File: src/rtl/hilo_mac_unit_if.sv
// Execute-stage to HI/LO unit operation bundle.
// Master drives operations; slave reports busy and committed HI/LO.
interface hilo_mac_unit_if #(
   parameter int W = 32
);
   logic           flush;
   logic           op_valid;
   logic [2:0]     op;
   logic [W-1:0]   src_a;
   logic [W-1:0]   src_b;
   logic [2*W-1:0] wdata;
   logic           busy;
   logic [W-1:0]   hi;
   logic [W-1:0]   lo;

   modport master (
      output flush, op_valid, op, src_a, src_b, wdata,
      input  busy, hi, lo
   );

   modport slave (
      input  flush, op_valid, op, src_a, src_b, wdata,
      output busy, hi, lo
   );
endinterface

File: src/rtl/hilo_mac_unit.sv
// HI/LO register pair with partial writes and a two-stage
// multiply-accumulate/subtract pipeline.
module hilo_mac_unit #(
   parameter int W = 32
) (
   input logic              clk,
   input logic              rst,
   hilo_mac_unit_if.slave   bus
);

   localparam logic [1:0] IDLE = 2'd0;
   localparam logic [1:0] MUL  = 2'd1;
   localparam logic [1:0] ACC  = 2'd2;

   localparam logic [2:0] WR_HILO = 3'd1;
   localparam logic [2:0] WR_HI   = 3'd2;
   localparam logic [2:0] WR_LO   = 3'd3;

   logic [1:0]     state;
   logic [W-1:0]   a_q;
   logic [W-1:0]   b_q;
   logic           sgn_q;
   logic           sub_q;
   logic [2*W-1:0] prod;
   logic [W-1:0]   hi_q;
   logic [W-1:0]   lo_q;

   logic           accept;
   logic [2*W-1:0] ext_a;
   logic [2*W-1:0] ext_b;
   logic [2*W-1:0] hilo;
   logic [2*W-1:0] acc;

   assign accept = (state == IDLE) && bus.op_valid &&
                   !bus.flush && (bus.op != 3'd0);

   // Extension choice makes the low 2W bits of the product exact
   // for both signed and unsigned operands.
   assign ext_a = sgn_q ? {{W{a_q[W-1]}}, a_q} : {{W{1'b0}}, a_q};
   assign ext_b = sgn_q ? {{W{b_q[W-1]}}, b_q} : {{W{1'b0}}, b_q};

   assign hilo = {hi_q, lo_q};
   assign acc  = sub_q ? (hilo - prod) : (hilo + prod);

   always_ff @(posedge clk) begin
      if (rst) begin
         state <= IDLE;
         a_q   <= '0;
         b_q   <= '0;
         sgn_q <= 1'b0;
         sub_q <= 1'b0;
         prod  <= '0;
         hi_q  <= '0;
         lo_q  <= '0;
      end else if (bus.flush) begin
         state <= IDLE;
      end else begin
         unique case (state)
            IDLE: begin
               if (accept) begin
                  unique case (bus.op)
                     WR_HILO: {hi_q, lo_q} <= bus.wdata;
                     WR_HI:   hi_q <= bus.src_a;
                     WR_LO:   lo_q <= bus.src_a;
                     default: begin
                        a_q   <= bus.src_a;
                        b_q   <= bus.src_b;
                        sgn_q <= ~bus.op[0];
                        sub_q <= bus.op[1];
                        state <= MUL;
                     end
                  endcase
               end
            end
            MUL: begin
               prod  <= ext_a * ext_b;
               state <= ACC;
            end
            ACC: begin
               {hi_q, lo_q} <= acc;
               state        <= IDLE;
            end
            default: state <= IDLE;
         endcase
      end
   end

   assign bus.busy = (state != IDLE);
   assign bus.hi   = hi_q;
   assign bus.lo   = lo_q;

endmodule

File: src/flat_wrapper.sv
// flat-port wrapper written by rule: the top's interface ports become plain ports
module hilo_mac_unit_flat 
#(
   parameter int W = 32
)
  (clk, rst, bus_flush, bus_op_valid, bus_op, bus_src_a, bus_src_b, bus_wdata, bus_busy, bus_hi, bus_lo);
  hilo_mac_unit_if #(.W(W)) bus_i ();
  input logic clk;
  input logic rst;
  input wire logic [$bits(bus_i.flush)-1:0] bus_flush;
  input wire logic [$bits(bus_i.op_valid)-1:0] bus_op_valid;
  input wire logic [$bits(bus_i.op)-1:0] bus_op;
  input wire logic [$bits(bus_i.src_a)-1:0] bus_src_a;
  input wire logic [$bits(bus_i.src_b)-1:0] bus_src_b;
  input wire logic [$bits(bus_i.wdata)-1:0] bus_wdata;
  output wire logic [$bits(bus_i.busy)-1:0] bus_busy;
  output wire logic [$bits(bus_i.hi)-1:0] bus_hi;
  output wire logic [$bits(bus_i.lo)-1:0] bus_lo;
  assign bus_i.flush = bus_flush;
  assign bus_i.op_valid = bus_op_valid;
  assign bus_i.op = bus_op;
  assign bus_i.src_a = bus_src_a;
  assign bus_i.src_b = bus_src_b;
  assign bus_i.wdata = bus_wdata;
  assign bus_busy = bus_i.busy;
  assign bus_hi = bus_i.hi;
  assign bus_lo = bus_i.lo;
  hilo_mac_unit #(.W(W)) u_core (.clk(clk), .rst(rst), .bus(bus_i));
endmodule
File: config.mk
export PLATFORM = sky130hd
export DESIGN_NAME = hilo_mac_unit_flat
export DESIGN_NICKNAME = d
export VERILOG_FILES = /design/src/rtl/hilo_mac_unit_if.sv /design/src/rtl/hilo_mac_unit.sv /design/src/flat_wrapper.sv
export SDC_FILE = /design/constraint.sdc
export NUM_CORES = 2
export LEC_CHECK = 0
export BUFFER_PORTS_ARGS = -buffer_cell sky130_fd_sc_hd__buf_2
export CORE_UTILIZATION = 29
export CTS_CLUSTER_DIAMETER = 200
export DETAILED_ROUTE_END_ITERATION = 8
export SETUP_SLACK_MARGIN = 0.5
export SLEW_MARGIN = 10
export SYNTH_ARGS = -nofsm -noshare
export SYNTH_HDL_FRONTEND = slang
export SYNTH_SLANG_ARGS = --single-unit
File: constraint.sdc
create_clock -name clk -period 8.3 [get_ports clk]
set_input_delay 1.245 -clock clk [delete_from_list [all_inputs] [get_ports clk]]
set_output_delay 1.245 -clock clk [all_outputs]
set_load 0.02 [all_outputs]
==> impl_metrics.ini <==
[status]
status = finished with violations
violations = negative setup slack

[synth]
synth_top_cell_by_area = fa_1
ys_warn_count = 0
synth-main-ff-cell = dfxtp_1
ys_ff_latch = 196
ys_types = 86
syn_avg_cell_area_um2 = 8.88
synth_area_um2 = 61000
seq_area_frac_synth = 0.0644
synth_edf_count = 0
syn_inst = 6864
synth_top_area_frac = 0.468
synth.area.top_cells = fa_1 47%, inv_1 9.4%, ha_1 7.6%
ys_async_sr_fraction = 0
syn_nets = 8796

[worst_setup_path]
reg2reg_to = u_core.prod[60]
critPathArrivalTime_ns = 9.04
rrSetupSlack_ns = -0.33
worstReg2RegStart = u_core.sgn_q
endpoint_kind = flip-flop
critical-path-max-stage-delay_ns = 0.58
cpMostUsedCell = fa_1
cp-endpoint = u_core.prod[60]
cpMaxStageDelayCell = fa_2
critPathKind = reg2reg
critPathLaunch = u_core.sgn_q
critPathRequiredTime_ns = 8.71
critPathMaxFanout = 7
worstRegToRegCells = 31
cp-start-kind = flip-flop

[pwr]
seq_power_share = 0.277
p_total_mw = 3.57
comb_power_share = 0.446
p_sw_mw = 1.57
power_leakage_nw = 37.0
power-per-cell-area_nw_per_um2 = 48.2
p_sw_frac = 0.440
p_int_mw = 2.00
p_clk_frac = 0.277
irDropWorstVdd_mv = 0.194

[routing]
dr.pass1.iters = 6
post_drt_wl_per_cell_um = 20.4
drt-initial-drc-count = 3152
via_per_inst = 4.78
drtAntennaViolNets = 0
wl_mm = 210
num_vias = 49200
post-route-drc-count = 0

[timing]
clock_skew_ns = 0.0179
drv_slew = 0
fin_crit_ns = 8.63
hold_violations = 0
max_freq_mhz = 116
setup_violations = 15
rsz0062_at_grt = yes
tightest_slew_ns = 1.10
setup_slack_ns = -0.332
period_share = 1.04
slew-limit-headroom = 0.264

[min_path]
hold_class = reg2reg

[global_route]
grt_pass1_wl_mm = 320
overflow = 0
grt_pass1_vias = 53200
grt_max_degree = 79
track_usage = 0.199
antenna_found_initial = 16

[clock_network]
cts_max_level = 4
hold_buffers = 0
cts_tree = built
insertion_delay_ns = 0.55
clockRootBuffer = clkbuf_16
cts_sinks = 196
max-clock-path-buffers = 2
cts_made_buffers = 17
cts.reportedPaths.clkPinSlew_ns = 0.11

[place]
post_dp_cell_area_um2 = 69800
dp_hpwl_mm = 175
portBuffers = 199
gp_congestion = 0.958

[floorplanning]
io_pins = 200
die_x_um = 460
die_h_um = 460
dieArea_um2 = 212000
rows = 167
initial_utilization = 0.293
core-area_um2 = 208000

[cells_and_area]
fill_cells = 21100
syn2layout_area_growth_pct = 21.6
layout_common_cells = 1442 x inv_1, 1335 x fa_1, 886 x nand2_1, 575 x and2_1, 575 x buf_4
drive_gt1_frac = 0.198
final_common_cell = inv_1
final_area_um2 = 74100
finalNetCount = 9421

[run]
cap_violations = 0
==> worst min path at each step <==
stage                            startpoint                end  slack, ns  depth (start not counted)
after floorplan             u_core.prod[31]    u_core.prod[31]       0.45                          2
after global routing         u_core.b_q[19]     u_core.b_q[19]       0.50                          2
final                        u_core.b_q[19]     u_core.b_q[19]       0.48                          2
after global placement    u_core.bus.lo[22]  u_core.bus.lo[22]       0.47                          2
after detailed placement  u_core.bus.lo[15]  u_core.bus.lo[15]       0.48                          2
after CTS                 u_core.bus.lo[15]  u_core.bus.lo[15]       0.49                          2
==> cell families (layout without fill, tap and decap cells) <==
group | count (synthesis) | after routing | share of synthesized area
xor+xnor | 223 | 223 | 0.0324
flops | 196 | 196 | 0.0644
simple gates | 1953 | 1953 | 0.156
compound gates | 764 | 764 | 0.0782
fa+ha+maj | 1798 | 1798 | 0.545
other cells | 0 | 5 | 0
buf+inv | 1884 | 2522 | 0.117
mux | 46 | 46 | 0.00760
==> layer usage <==
layer,up-vias,track usage,share of wire
li1,21900,-,-
met2,1325,0.344,0.49
met3,298,0.0235,0.052
met4,2,0.0625,0.039
met1,25700,0.257,0.42
met5,-,0,0.000038
==> flip-flops by register name (all words and copies together) (netlist names) <==
signal,flops
u_core.a_q,32
u_core.b_q,32
u_core.bus.hi,32
u_core.bus.lo,32
u_core.prod,64
u_core.sgn_q,1
u_core.state,2
u_core.sub_q,1
==> cell type report <==
class | instances | area, um2 | area share
flip-flops and latches | 196 | 4030 | 0.0544
repair buffers | 961 | 8380 | 0.113
clock buffers | 17 | 425 | 0.00574
multi-input cells | 4784 | 51800 | 0.699
inverters | 1529 | 5760 | 0.0777
well taps | 2788 | 3490 | 0.0471
diodes | 5 | 12.5 | 0.000169
clock inverters | 15 | 196 | 0.00265
==> worst max-delay path: cells and delay by family, from the launching register on <==
family                   cells  cell delay, ns
buffers and inverters       12            0.99
AND/OR/NAND/NOR              3            0.75
flip-flops                   1            0.39
AO/OA/AOI/OAI                4            0.82
adder cells (fa/ha/maj)     11            5.37
XOR/XNOR                     1            0.17
==> through the flow <==
step	hold slack (ns)	setup TNS, ns	instances	setup WS, ns	util
final	0.484	-2.55	10300	-0.332	0.356
after global routing	0.501	-8.73	10300	-0.557	0.356
after CTS	0.488	-2.14	10200	-0.293	0.346
after detailed placement	0.476	-11.50	10100	-0.714	0.336
after global placement	0.468	-10.07	10100	-0.650	0.336
after floorplan	0.452	-0.187	6864	-0.103	-
==> synthesized netlist by cell type, types with 52 or more instances <==
master,n
ha_1,372
nor3_1,55
a21oi_1,333
nor2_1,167
o21ai_0,89
dfxtp_1,196
nand2_1,907
inv_1,1529
xor2_1,52
a21o_1,101
xnor2_1,170
fa_1,1425
clkbuf_1,334
and2_1,592
==> power groups by stage <==
stage	Combinational [mW]	Sequential, mW	Clock [mW]
2_1_floorplan	0.901	1.01	0
3_3_place_gp	1.46	1.01	0
3_5_place_dp	1.46	1.01	0
4_1_cts	1.51	0.992	1.01
5_1_grt	1.72	0.992	1.03
6_report	1.59	0.990	0.989
==> repair_timing <==
action | CTS | global route
pin swaps | 177 | 289
resized for setup | 291 | 351
setup endpoints to repair | 47 | 47
setup buffers | 47 | 75
gates cloned | 1 | 9
Note: power is estimated with default switching activity, not from simulation.
